==> src/rtl/fcpu_pkg.sv <==
// rtl/fcpu_pkg.sv - shared types and UART defaults; UART_TX_PARITY_EN adds the PARITY state
package fcpu_pkg;

  localparam int UART_CLK_HZ = 100_000_000;
  localparam int UART_BAUD   = 115_200;

`ifdef UART_TX_PARITY_EN
  typedef enum logic [2:0] {IDLE, START, DATA, PARITY, STOP} uart_tx_state_t;
`else
  typedef enum logic [2:0] {IDLE, START, DATA, STOP} uart_tx_state_t;
`endif

  function automatic logic even_parity(input logic [7:0] b);
    return ^b;
  endfunction

endpackage

==> src/rtl/byte_fifo.sv <==
// rtl/byte_fifo.sv - power-of-two byte FIFO with extra-MSB pointers, head read from storage registers
module byte_fifo #(
  parameter int DEPTH = 4
) (
  input  logic       clk,
  input  logic       rst,
  input  logic       push,
  input  logic [7:0] wr_data,
  input  logic       pop,
  output logic [7:0] rd_data,
  output logic       full,
  output logic       empty
);

  localparam int AW = (DEPTH > 2) ? $clog2(DEPTH) : 1;

  if (DEPTH < 2 || (DEPTH & (DEPTH - 1)) != 0) begin : g_depth_check
    $error("byte_fifo: DEPTH must be a power of two and at least 2");
  end

  logic [7:0]  mem [DEPTH];
  logic [AW:0] wr_ptr;
  logic [AW:0] rd_ptr;
  logic        do_push;
  logic        do_pop;

  assign do_push = push && !full;
  assign do_pop  = pop && !empty;

  always_ff @(posedge clk or posedge rst) begin
    if (rst) begin
      wr_ptr <= '0;
      rd_ptr <= '0;
    end else begin
      if (do_push) wr_ptr <= wr_ptr + (AW + 1)'(1);
      if (do_pop)  rd_ptr <= rd_ptr + (AW + 1)'(1);
    end
  end

  always_ff @(posedge clk) begin
    if (do_push) mem[wr_ptr[AW-1:0]] <= wr_data;
  end

  assign rd_data = mem[rd_ptr[AW-1:0]];
  // Same slot with differing wrap bits means the writer is a full lap ahead.
  assign full    = (wr_ptr[AW] != rd_ptr[AW]) && (wr_ptr[AW-1:0] == rd_ptr[AW-1:0]);
  assign empty   = (wr_ptr == rd_ptr);

endmodule

==> src/rtl/uart_tx.sv <==
// rtl/uart_tx.sv - FIFO-fed UART transmitter, 8N1 or 8E1 when UART_TX_PARITY_EN is defined
module uart_tx
  import fcpu_pkg::*;
#(
  parameter int CLK_HZ     = UART_CLK_HZ,
  parameter int BAUD       = UART_BAUD,
  parameter int FIFO_DEPTH = 4
) (
  input  logic       clk,
  input  logic       rst,
  input  logic [7:0] i_data,
  input  logic       i_valid,
  output logic       i_ready,
  output logic       txd,
  output logic       busy
);

  localparam int DIV = CLK_HZ / BAUD;
  localparam int CW  = (DIV > 2) ? $clog2(DIV) : 1;

  if (DIV < 2) begin : g_div_check
    $error("uart_tx: CLK_HZ / BAUD must be at least 2");
  end

  uart_tx_state_t state;
  uart_tx_state_t state_next;
  logic [CW-1:0]  baud_cnt;
  logic [2:0]     bit_cnt;
  logic [7:0]     sreg;
  logic           txd_q;
  logic           txd_next;
  logic           pop;
  logic           bit_done;
  logic [7:0]     fifo_rd_data;
  logic           fifo_full;
  logic           fifo_empty;
`ifdef UART_TX_PARITY_EN
  logic           par_q;
`endif

  byte_fifo #(
    .DEPTH(FIFO_DEPTH)
  ) u_fifo (
    .clk    (clk),
    .rst    (rst),
    .push   (i_valid),
    .wr_data(i_data),
    .pop    (pop),
    .rd_data(fifo_rd_data),
    .full   (fifo_full),
    .empty  (fifo_empty)
  );

  assign bit_done = (baud_cnt == CW'(DIV - 1));
  assign i_ready  = !fifo_full;
  assign txd      = txd_q;
  assign busy     = (state != IDLE) || !fifo_empty;

  always_ff @(posedge clk or posedge rst) begin
    if (rst) state <= IDLE;
    else     state <= state_next;
  end

  always_comb begin
    state_next = state;
    pop        = 1'b0;
    txd_next   = 1'b1;
    case (state)
      IDLE: begin
        if (!fifo_empty) begin
          pop        = 1'b1;
          state_next = START;
        end
      end
      START: begin
        txd_next = 1'b0;
        if (bit_done) state_next = DATA;
      end
      DATA: begin
        txd_next = sreg[0];
        if (bit_done && bit_cnt == 3'd7) begin
`ifdef UART_TX_PARITY_EN
          state_next = PARITY;
`else
          state_next = STOP;
`endif
        end
      end
`ifdef UART_TX_PARITY_EN
      PARITY: begin
        txd_next = par_q;
        if (bit_done) state_next = STOP;
      end
`endif
      STOP: begin
        txd_next = 1'b1;
        // Chain straight into the next start bit so bursts leave no idle gap.
        if (bit_done) begin
          if (!fifo_empty) begin
            pop        = 1'b1;
            state_next = START;
          end else begin
            state_next = IDLE;
          end
        end
      end
      default: state_next = IDLE;
    endcase
  end

  // txd is re-registered from the current state, so it trails the FSM by one edge.
  always_ff @(posedge clk or posedge rst) begin
    if (rst) begin
      baud_cnt <= '0;
      bit_cnt  <= '0;
      sreg     <= '0;
      txd_q    <= 1'b1;
`ifdef UART_TX_PARITY_EN
      par_q    <= 1'b0;
`endif
    end else begin
      txd_q <= txd_next;

      if (state == IDLE || bit_done) baud_cnt <= '0;
      else                           baud_cnt <= baud_cnt + CW'(1);

      if (pop) begin
        sreg  <= fifo_rd_data;
`ifdef UART_TX_PARITY_EN
        par_q <= even_parity(fifo_rd_data);
`endif
      end else if (state == DATA && bit_done) begin
        sreg <= {1'b0, sreg[7:1]};
      end

      if (state == START)                bit_cnt <= '0;
      else if (state == DATA && bit_done) bit_cnt <= bit_cnt + 3'd1;
    end
  end

endmodule

==> config.mk <==
export PLATFORM = sky130hd
export DESIGN_NAME = uart_tx
export DESIGN_NICKNAME = d
export VERILOG_FILES = /design/src/rtl/fcpu_pkg.sv /design/src/rtl/byte_fifo.sv /design/src/rtl/uart_tx.sv
export SDC_FILE = /design/constraint.sdc
export NUM_CORES = 1
export LEC_CHECK = 0
export ABC_AREA = 1
export BUFFER_PORTS_ARGS = -buffer_cell sky130_fd_sc_hd__buf_2
export CELL_PAD_IN_SITES_DETAIL_PLACEMENT = 1
export CELL_PAD_IN_SITES_GLOBAL_PLACEMENT = 2
export CORE_MARGIN = 4
export CORE_UTILIZATION = 43
export DETAILED_ROUTE_END_ITERATION = 6
export HOLD_SLACK_MARGIN = 0.15
export PLACE_DENSITY = 0.88
export SLEW_MARGIN = 20
export SYNTH_ARGS = -nofsm -noshare
export SYNTH_HDL_FRONTEND = slang
export SYNTH_HIERARCHICAL = 1
export SYNTH_SLANG_ARGS = --single-unit
==> constraint.sdc <==
create_clock -name clk -period 5.3 [get_ports clk]
set_clock_uncertainty 0.15 [all_clocks]
set_input_delay 1.06 -clock clk [delete_from_list [all_inputs] [get_ports clk]]
set_output_delay 1.06 -clock clk [all_outputs]
set_load 0.05 [all_outputs]
== After elaboration in Yosys (flattened, before gate mapping) ==
Memories as Yosys holds them, arrays and structs flattened.
Index checks and enable logic that the tools add are counted.

* Memories: 1
* Register bits: 31
* Latch bits: 0
* Bits of input ports: 11
* Bits in writable memories: 32
* Output and inout port bits: 3
* Logic and storage cells: 55
* Bits in read-only memories: 0

{| class="wikitable"
|+ Memory list
! memory !! words !! width !! read ports !! clocked after memory_dff !! write ports !! line !! text
|-
| u_fifo.mem || 4 || 8 || 1 || 0 || 1 || byte_fifo.sv:21 || <nowiki>logic [7:0] mem [DEPTH];</nowiki>
|}

* Div/mod/pow operators: 0
* Mux-type cells: 17
* Shift operators: 0
* Bitwise logic cells: 0
* Multipliers: 0
* Order comparisons: 0
* Equality and inequality tests: 12
* Reduce and logical (&&, ||, !) cells: 14
* $add $sub $neg: 4

{| class="wikitable"
|+ Operators by type and width
! kind !! number
|-
| $mux 3 || 6
|-
| $mux 8 || 2
|-
| $pmux 3 s4 || 1
|-
| $add 10x1->10 const B || 1
|-
| $eq 10x10->1 const B || 1
|-
| $mux 10 || 1
|-
| $add 3x1->3 const B || 3
|-
| $ne 2x2->1 const B || 4
|-
| $eq 3x2->1 const B || 2
|-
| $logic_and 1x1->1 || 5
|-
| $mux 1 || 5
|-
| $pmux 1 s2 || 2
|-
| $reduce_and 4->1 || 1
|-
| $reduce_bool 2->1 || 2
|-
| $eq 3x1->1 const B || 1
|-
| $eq 3x3->1 || 1
|-
| $eq 3x3->1 const B || 1
|-
| $logic_not 3->1 || 1
|-
| $reduce_bool 3->1 || 1
|-
| $eq 2x2->1 || 1
|-
| $logic_not 1->1 || 2
|-
| $logic_or 1x1->1 || 2
|-
| $ne 1x1->1 || 1
|}

== Depth between registers and ports, before layout ==
Gate-level depths: netlist (run 1).

* Depth after elaboration: 6
* Mapped depth: 11
* Depth with buffers taken out: 11

== By module ==
The synthesis (run 1) kept the hierarchy.

{| class="wikitable"
|+ By module, submodules not included
! module !! cells an instance !! area each (µm²) !! times used !! sequential area each (µm²)
|-
| byte_fifo || 139 || 1,662.8 || 1 || 1,111.1
|-
| uart_tx || 159 || 1,350.0 || 1 || 601.8
|}

== Least setup slack after synthesis (run 1) ==
No wires, ideal clock.

* Kind: reg-to-output
* From: register u_fifo.rd_ptr[0]
* To: output port busy
* Path buffers: 1
* Required time: 4.090 ns
* Stages on the path, launching flop included: 6
* Slack: 2.785 ns
* Arrival: 1.305 ns
* Path through: dfrtp_1 buf_6 xnor2_4 nand3_2 inv_1 nand2_1

* Word-level cells in the longest chain between the ends: 3

{| class="wikitable"
|+ Ends and longest elaborated chain
! item !! line !! text
|-
| start, declared || byte_fifo.sv:23 || <nowiki>logic [AW:0] rd_ptr;</nowiki>
|-
| start signal, assigned || byte_fifo.sv:36 || <nowiki>if (do_pop) rd_ptr <= rd_ptr + (AW + 1)'(1);</nowiki>
|-
| $eq 3x3->1 || byte_fifo.sv:47 || <nowiki>assign empty = (wr_ptr == rd_ptr);</nowiki>
|-
| net fifo_empty || uart_tx.sv:36 || <nowiki>logic fifo_empty;</nowiki>
|-
| $logic_not 1->1 || uart_tx.sv:57 || <nowiki>assign busy = (state != IDLE) || !fifo_empty;</nowiki>
|-
| $logic_or 1x1->1 || uart_tx.sv:57 ||
|-
| end, declared || uart_tx.sv:15 || <nowiki>output logic busy</nowiki>
|}

The timed path passes the listed nets, and every way through them passes these cells.

== Worst setup path in the final report (run 1) ==
Ends and elaborated chain as after synthesis.

==> out/qor.json, run 1 <==
{
  "synth": {
    "synth_area_sq_um": 3013,
    "post_synth_edffs": 32,
    "ys_seq_area_share_pct": 56.85,
    "average_footprint_of_a_synthesized_cell_sq_um": 10.11,
    "synth_nets": 321,
    "postSynthCellCount": 298,
    "yosys_most_used_dff": "sky130_fd_sc_hd__edfxtp_1",
    "netlist-cell-type-count": 33,
    "synthArstFlopShare_pct": 48.39,
    "postSynthRegisterBits": 62,
    "ys.warnings.count": 6
  },
  "sta": {
    "max_freq_mhz": 308.8,
    "fin_tns_setup_ps": 0,
    "tightest_slew_ps": 920.2,
    "finalMaxSlewViolations": 0,
    "rsz0062_at_grt": "false",
    "setup-violations-final": 0,
    "fin_ws_ps": 2061,
    "timing.slew.headroom_pct": 38.27,
    "finalCriticalPeriod_ps": 3239,
    "final_min_period_over_clock_period_pct": 61.11,
    "hold_viol_final": 0
  },
  "placement": {
    "placedInstanceArea_sq_um": 3139,
    "routabilityCongestion": 0.8036,
    "dp.final_hpwl_mm": 4.083,
    "pre_cts_ws_ps": 2396,
    "port_buffers": 13
  },
  "floorplanning": {
    "initial_utilization_pct": 44.35,
    "fp.dieH_um": 91.71,
    "die_width_um": 91.71,
    "core_area_sq_um": 6794,
    "pin_count": 14,
    "dieArea_sq_um": 8410,
    "rows": 30
  },
  "global_routing": {
    "gr-usage-met1_pct": 18.76,
    "grt_pass1_wl_mm": 9.977,
    "use_met3_pct": 3.938,
    "grt_util_all_layers_pct": 15.07,
    "grt_start_max_net_pins": 25,
    "grt_antenna_before_repair": 0,
    "grt_pass1_vias": 2138,
    "gr-usage-met2_pct": 25.56,
    "grt_remaining_overflow": 0,
    "global_route.peak_usage_layer": "met2"
  },
  "cells_and_area": {
    "count_of_filler_cells_inserted_in_the_layout": 788,
    "layout_commonest_cell": "sky130_fd_sc_hd__nand2_1",
    "post_route_cells_drive_above_1_share_pct": 16.25,
    "finish.instance_area_sq_um": 3319,
    "multiInputGateArea_sq_um": 1125,
    "mostFrequentLayoutCells": "sky130_fd_sc_hd__nand2_1, sky130_fd_sc_hd__nor2_1, sky130_fd_sc_hd__edfxtp_1",
    "register_area_sq_um": 1713,
    "area_growth_syn_to_layout_pct": 10.17,
    "finish.net_count": 338,
    "final_core_util_pct": 48.86,
    "antenna_cells_inserted": 0
  },
  "route": {
    "wl_mm": 5.749,
    "drt_pass1_iterations": 4,
    "drtIter0Drc": 50,
    "drt.antenna.violating_nets": 0,
    "total_number_of_vias": 2039,
    "via_per_inst": 4.901,
    "drt_drc_violations_left": 0,
    "wl_per_cell_um": 13.82
  },
  "pwr": {
    "netSwitchingFraction_pct": 42.25,
    "power_report.internal_total_mw": 1.040,
    "power_frac_seq_pct": 42.0,
    "ir_drop_uv": 258.3,
    "power.density_cell_area_nw_per_um2": 542.3,
    "power_frac_comb_pct": 36.7,
    "static-leakage-power_nw": 1.431,
    "netSwitchingPower_mw": 0.7605,
    "power_frac_clock_pct": 21.3
  },
  "clock_network": {
    "cts.path.max_buffers": 2,
    "clock_tree.root_cell": "sky130_fd_sc_hd__clkbuf_8",
    "tritoncts_clock_tree": "yes",
    "cts_resized": 0,
    "cts_num_sinks": 62,
    "worst_setup_hold_path_clk_slew_ps": 80,
    "cts_hold_repair_buffers": 0,
    "htreeDepth": 3,
    "postCtsSetupRepairBufs": 0,
    "clk_latency_ps": 340,
    "num_cts_buffers": 9
  },
  "critical_path": {
    "critical_path.endpoint_type": "primary output",
    "setup.worst_path.class": "register to primary output",
    "ff2ff_setup_slack_ps": 2840,
    "cp-start-kind": "register",
    "critical_path_peak_fanout": 20,
    "worstPathRequired_ps": 4090,
    "cp_slowest_cell": "sky130_fd_sc_hd__dfrtp_1",
    "path_delay_family": "flip-flops",
    "crit_path_largest_cell_delay_ps": 800,
    "path_cells": "xnor2_4, nand3_2, inv_1, nand2_1, buf_2",
    "critPathBufInv": 2,
    "crit_arrival_ps": 2030
  },
  "min_path": {
    "min-delay-path-class": "register to register"
  },
  "job": {
    "number_of_maximum_capacitance_constraint_violations": 0
  },
  "outcome": {
    "run_status": "completed"
  }
}
==> registers in the layout (all words and copies together) (netlist names) <==
register	flops
baud_cnt	10
sreg	8
u_fifo/rd_ptr	3
txd	1
bit_cnt	3
u_fifo/wr_ptr	3
u_fifo/mem	32
state	2
==> cell usage after synthesis, types with 2 or more instances <==
cell type	number	area, sq um
sky130_fd_sc_hd__buf_4	2	15.01
sky130_fd_sc_hd__ha_1	12	150.1
sky130_fd_sc_hd__buf_2	2	10.01
sky130_fd_sc_hd__a21oi_1	5	25.02
sky130_fd_sc_hd__nor2_2	2	12.51
sky130_fd_sc_hd__nor3b_1	3	22.52
sky130_fd_sc_hd__nand3_2	6	60.06
sky130_fd_sc_hd__nand2_2	3	18.77
sky130_fd_sc_hd__xor2_1	5	43.79
sky130_fd_sc_hd__nor2_1	39	146.4
sky130_fd_sc_hd__nand2_4	3	33.78
sky130_fd_sc_hd__nand2_1	55	206.5
sky130_fd_sc_hd__inv_1	29	108.9
sky130_fd_sc_hd__edfxtp_1	32	960.9
sky130_fd_sc_hd__nor3_1	4	20.02
sky130_fd_sc_hd__dfrtp_1	29	725.7
sky130_fd_sc_hd__o21ai_0	16	80.08
sky130_fd_sc_hd__o22ai_1	8	50.05
sky130_fd_sc_hd__buf_6	3	33.78
sky130_fd_sc_hd__nand3_1	26	130.1
sky130_fd_sc_hd__inv_2	2	7.510
==> worst paths after layout <==
kind                                   from               end  depth (start not counted)
hold reg to reg                     sreg[1]           sreg[1]                          2
max in group asynchronous               rst           sreg[5]                          2
min in group asynchronous               rst  u_fifo/rd_ptr[2]                          2
setup reg to reg           u_fifo/rd_ptr[0]  u_fifo/rd_ptr[0]                          9
setup / recovery           u_fifo/rd_ptr[0]              busy                          5
hold / removal                      sreg[1]           sreg[1]                          2
==> worst reg2reg max path: stages (launching register included) <==
cell                      delay (ps)
sky130_fd_sc_hd__dfrtp_1         800
sky130_fd_sc_hd__xnor2_4         170
sky130_fd_sc_hd__nand3_2         140
sky130_fd_sc_hd__inv_1           110
sky130_fd_sc_hd__nor3_4          390
sky130_fd_sc_hd__nand2_4         210
sky130_fd_sc_hd__inv_1           190
sky130_fd_sc_hd__nand2_2          90
sky130_fd_sc_hd__nand2_1          60
sky130_fd_sc_hd__nand2_1          60
==> kinds of logic (layout without fill, tap and decap cells) <==
| group | after synthesis | after routing | synth area share (%) |
|---|---|---|---|
| DFF | 62 | 62 | 56.85 |
| adders and majority gates | 12 | 12 | 4.983 |
| and+or+nand+nor | 148 | 148 | 24.17 |
| buffers and inverters | 38 | 60 | 5.814 |
| xor gates and xnor gates | 6 | 6 | 2.367 |
| AOI/OAI and AO/OA | 32 | 32 | 5.814 |
==> metrics by stage <==
step           instances  hold WS, ps  total power [mW]
2_1_floorplan        298        303.9             1.299
3_3_place_gp         400        336.5             1.416
3_5_place_dp         400        347.6             1.443
4_1_cts              416        369.8             1.834
5_1_grt              416        403.6             1.963
6_report             416        371.5             1.800
==> cell type report <==
cell class / instances / area share, %
Timing Repair Buffer: 13 / 1.960
Multi-Input combinational cell: 198 / 33.89
Clock inverter: 7 / 1.696
Inverter: 31 / 3.505
Clock buffer: 9 / 3.732
Sequential cell: 62 / 51.60
Tap cell: 96 / 3.619
==> power by group through the flow <==
stage               clock network, mW  logic, mW  registers (mW)
floorplan                           0      0.567           0.732
global placement                    0      0.655           0.761
detailed placement                  0      0.674           0.769
CTS                             0.397      0.679           0.759
global route                    0.425      0.761           0.777
finish                          0.384      0.660           0.756
==> routing by layer <==
metal | vias up | part of all wire [%]
met1 | 976 | 47
met3 | 8 | 3.7
met4 | 0 | 1.1
met2 | 25 | 48
li1 | 1030 | -
met5 | - | 0
(Power assumes the default switching activity.)
==> inputs of run 2 (changes only) <==
--- a/config.mk
+++ b/config.mk
@@ -10,10 +10,10 @@
 export CELL_PAD_IN_SITES_DETAIL_PLACEMENT = 1
 export CELL_PAD_IN_SITES_GLOBAL_PLACEMENT = 2
 export CORE_MARGIN = 4
-export CORE_UTILIZATION = 43
+export CORE_UTILIZATION = 36
 export DETAILED_ROUTE_END_ITERATION = 6
 export HOLD_SLACK_MARGIN = 0.15
-export PLACE_DENSITY = 0.88
+export PLACE_DENSITY = 0.79
 export SLEW_MARGIN = 20
 export SYNTH_ARGS = -nofsm -noshare
 export SYNTH_HDL_FRONTEND = slang
==> constraint.sdc (replaced) <==
create_clock -name clk -period 2.72 [get_ports clk]
set_clock_uncertainty 0.15 [all_clocks]
set_input_delay 0.544 -clock clk [delete_from_list [all_inputs] [get_ports clk]]
set_output_delay 0.544 -clock clk [all_outputs]
set_load 0.05 [all_outputs]
==> out/qor.json, run 2 (same netlist as run 1, synthesis figures left out) <==
{
  "global_routing": {
    "grt_util_all_layers": {"value": 13.59, "unit": "%", "change": "-1.5 points"},
    "grt_pass1_vias": {"value": 2174, "change": "+1.7%"},
    "grt_start_max_net_pins": {"value": 25, "change": "unchanged"},
    "grt_pass1_wl": {"value": 10.43, "unit": "mm", "change": "+4.6%"},
    "grt_remaining_overflow": {"value": 0, "change": "unchanged"},
    "grt_antenna_before_repair": {"value": 0, "change": "unchanged"}
  },
  "route": {
    "drt_pass1_iterations": {"value": 4, "change": "unchanged"},
    "drt_drc_violations_left": {"value": 0, "change": "unchanged"},
    "total_number_of_vias": {"value": 2049, "change": "+0.49%"},
    "via_per_inst": {"value": 4.754, "change": "-3.0%"},
    "drt.antenna.violating_nets": {"value": 0, "change": "unchanged"},
    "wl_per_cell": {"value": 14.25, "unit": "um", "change": "+3.1%"},
    "drtIter0Drc": {"value": 42, "change": "-16%"},
    "wl": {"value": 6.143, "unit": "mm", "change": "+6.9%"}
  },
  "clock_network": {
    "cts.path.max_buffers": {"value": 2, "change": "unchanged"},
    "htreeDepth": {"value": 3, "change": "unchanged"},
    "tritoncts_clock_tree": "yes",
    "worst_setup_hold_path_clk_slew": {"value": 80, "unit": "ps", "change": "about the same"},
    "cts_num_sinks": {"value": 62, "change": "unchanged"},
    "num_cts_buffers": {"value": 9, "change": "unchanged"},
    "clock_tree.root_cell": "sky130_fd_sc_hd__clkbuf_8",
    "clk_latency": {"value": 340, "unit": "ps", "change": "about the same"}
  },
  "pwr": {
    "static-leakage-power": {"value": 1.483, "unit": "nW", "change": "+3.7%"},
    "netSwitchingPower": {"value": 1.466, "unit": "mW", "change": "+93%"},
    "ir_drop": {"value": 586.6, "unit": "uV", "change": "+130%"},
    "power_frac_clock": {"value": 25.7, "unit": "%", "change": "+4.4 points"},
    "power_frac_comb": {"value": 36.2, "unit": "%", "change": "-0.5 points"},
    "power_report.internal_total": {"value": 2.318, "unit": "mW", "change": "+120%"},
    "netSwitchingFraction": {"value": 38.73, "unit": "%", "change": "-3.5 points"},
    "power.density_cell_area": {"value": 1101, "unit": "nW/um^2", "change": "+100%"},
    "fin_total_pwr": {"value": 3.784, "unit": "mW", "change": "+110%"},
    "power_frac_seq": {"value": 38.2, "unit": "%", "change": "-3.8 points"}
  },
  "critical_path": {
    "crit_path_largest_cell_delay": {"value": 490, "unit": "ps", "change": "-310 ps"},
    "critical_path_peak_fanout": {"value": 12, "change": "-40%"},
    "crit_arrival": {"value": 1840, "unit": "ps", "change": "-190 ps"},
    "crit_path_frequent_cell": "sky130_fd_sc_hd__nand2_1",
    "worstPathRequired": {"value": 2030, "unit": "ps", "change": "-2060 ps"},
    "setup.worst_path.class": "register to primary output",
    "cp-start-kind": "register",
    "path_cells": "inv_2, nand2_1, nand2_2, nand3_2, inv_1, nand2_1, buf_2",
    "cp_slowest_cell": "sky130_fd_sc_hd__dfrtp_2",
    "critical_path.endpoint_type": "primary output"
  },
  "sta": {
    "max_freq_mhz": 394.9,
    "timing.slew.headroom": {"value": 65.21, "unit": "%", "change": "+27 points"},
    "final_min_period_over_clock_period_pct": 93.09,
    "fin_tns_setup": {"value": 0, "unit": "ps", "change": "unchanged"},
    "fin_ws": {"value": 187.8, "unit": "ps", "change": "-1873 ps"},
    "tightest_slew": {"value": 520.6, "unit": "ps", "change": "-399.6 ps"},
    "finalMaxSlewViolations": {"value": 0, "change": "unchanged"},
    "rsz0062_at_grt": "false",
    "hold_viol_final": {"value": 0, "change": "unchanged"},
    "setup-violations-final": {"value": 0, "change": "unchanged"},
    "finalCriticalPeriod_ps": 2532,
    "fin_worst_hold_slack": {"value": 261.1, "unit": "ps", "change": "-110.3 ps"}
  },
  "floorplanning": {
    "fp.dieH": {"value": 99.48, "unit": "um", "change": "+8.5%"},
    "initial_utilization": {"value": 36.85, "unit": "%", "change": "-7.5 points"},
    "dieArea": {"value": 9896, "unit": "sq um", "change": "+18%"},
    "core_area": {"value": 8175, "unit": "sq um", "change": "+20%"},
    "die_width": {"value": 99.48, "unit": "um", "change": "+8.5%"},
    "pin_count": {"value": 14, "change": "unchanged"},
    "rows": {"value": 33, "change": "+10%"}
  },
  "cells_and_area": {
    "area_growth_syn_to_layout_pct": 14.04,
    "antenna_cells_inserted": {"value": 0, "change": "unchanged"},
    "layout_commonest_cell": "sky130_fd_sc_hd__nand2_1",
    "post_route_cells_drive_above_1_share": {"value": 17.18, "unit": "%", "change": "+0.93 points"},
    "flip_flop_count_of_the_largest_register_after_layout": {"value": 32, "change": "unchanged"},
    "finish.net_count": {"value": 344, "change": "+1.8%"},
    "mostFrequentLayoutCells": "sky130_fd_sc_hd__nand2_1, sky130_fd_sc_hd__nor2_1, sky130_fd_sc_hd__edfxtp_1"
  },
  "placement": {
    "dp.final_hpwl": {"value": 4.356, "unit": "mm", "change": "+6.7%"},
    "pre_cts_ws": {"value": 348.1, "unit": "ps", "change": "-2047 ps"},
    "routabilityCongestion": {"value": 0.7366, "change": "-8.3%"},
    "port_buffers": {"value": 13, "change": "unchanged"}
  },
  "min_path": {
    "min-delay-path-class": "input port to register"
  },
  "job": {
    "number_of_maximum_capacitance_constraint_violations": {"value": 0, "change": "unchanged"}
  },
  "outcome": {
    "run_status": "completed"
  }
}
## run 2: worst max-delay path: cells and delay by family, from the launching register on
| kind | cells | cell delay (ps) |
|---|---|---|
| buf+inv | 3 | 550 |
| flops | 1 | 490 |
| simple gates | 4 | 440 |
## run 2: final cells by class
type | count | area, sq um
multi-input cells | 198 | 1125
clock inverters | 7 | 112.6
flip-flops and latches | 62 | 1714
well taps | 105 | 131.4
inverters | 31 | 116.4
fillers | 929 | 4740
clock buffers | 9 | 123.9
repair buffers | 19 | 112.6
## run 2: path summary, 6_finish.rpt
check	startpoint	endpoint	slack, ps	cells after the start
max	u_fifo/rd_ptr[1]	busy	190	7
min	i_data[1]	u_fifo/mem[3][1]	260	1
max reg2reg	u_fifo/rd_ptr[1]	u_fifo/rd_ptr[0]	490	11
min reg2reg	sreg[1]	sreg[1]	360	2
max in group asynchronous	rst	txd	1470	4
min in group asynchronous	rst	u_fifo/wr_ptr[2]	520	3
## run 2: stage by stage
stage	cells	cell area [sq um]	util, %
finish	431	3436	42.03
global placement	414	3188	39.00
detailed placement	414	3188	39.00
CTS	431	3435	42.01
floorplan	298	3013	-
global route	431	3436	42.03
## run 2: routing by layer
layer | track usage (%) | part of all wire [%]
met1 | 17.10 | 48
met2 | 22.52 | 48
met3 | 3.997 | 2.6
met4 | 4.412 | 1.4
met5 | 0 | 0
## run 2: repair_timing
| item | 4_1_cts | 5_1_grt |
|---|---|---|
| setup buffers | 0 | 0 |
| endpoints found under the hold margin | 29 | 0 |
| resized for setup | 0 | 1 |
| hold buffers | 1 | 0 |
| setup endpoints to repair | 0 | 1 |
## run 2: power groups by stage
stage,combinational [mW],sequential (mW),clock (mW)
after floorplan,1.11,1.43,0
after global placement,1.36,1.46,0
after detailed placement,1.39,1.47,0
after CTS,1.40,1.45,0.997
after global routing,1.57,1.49,1.04
final,1.37,1.44,0.972
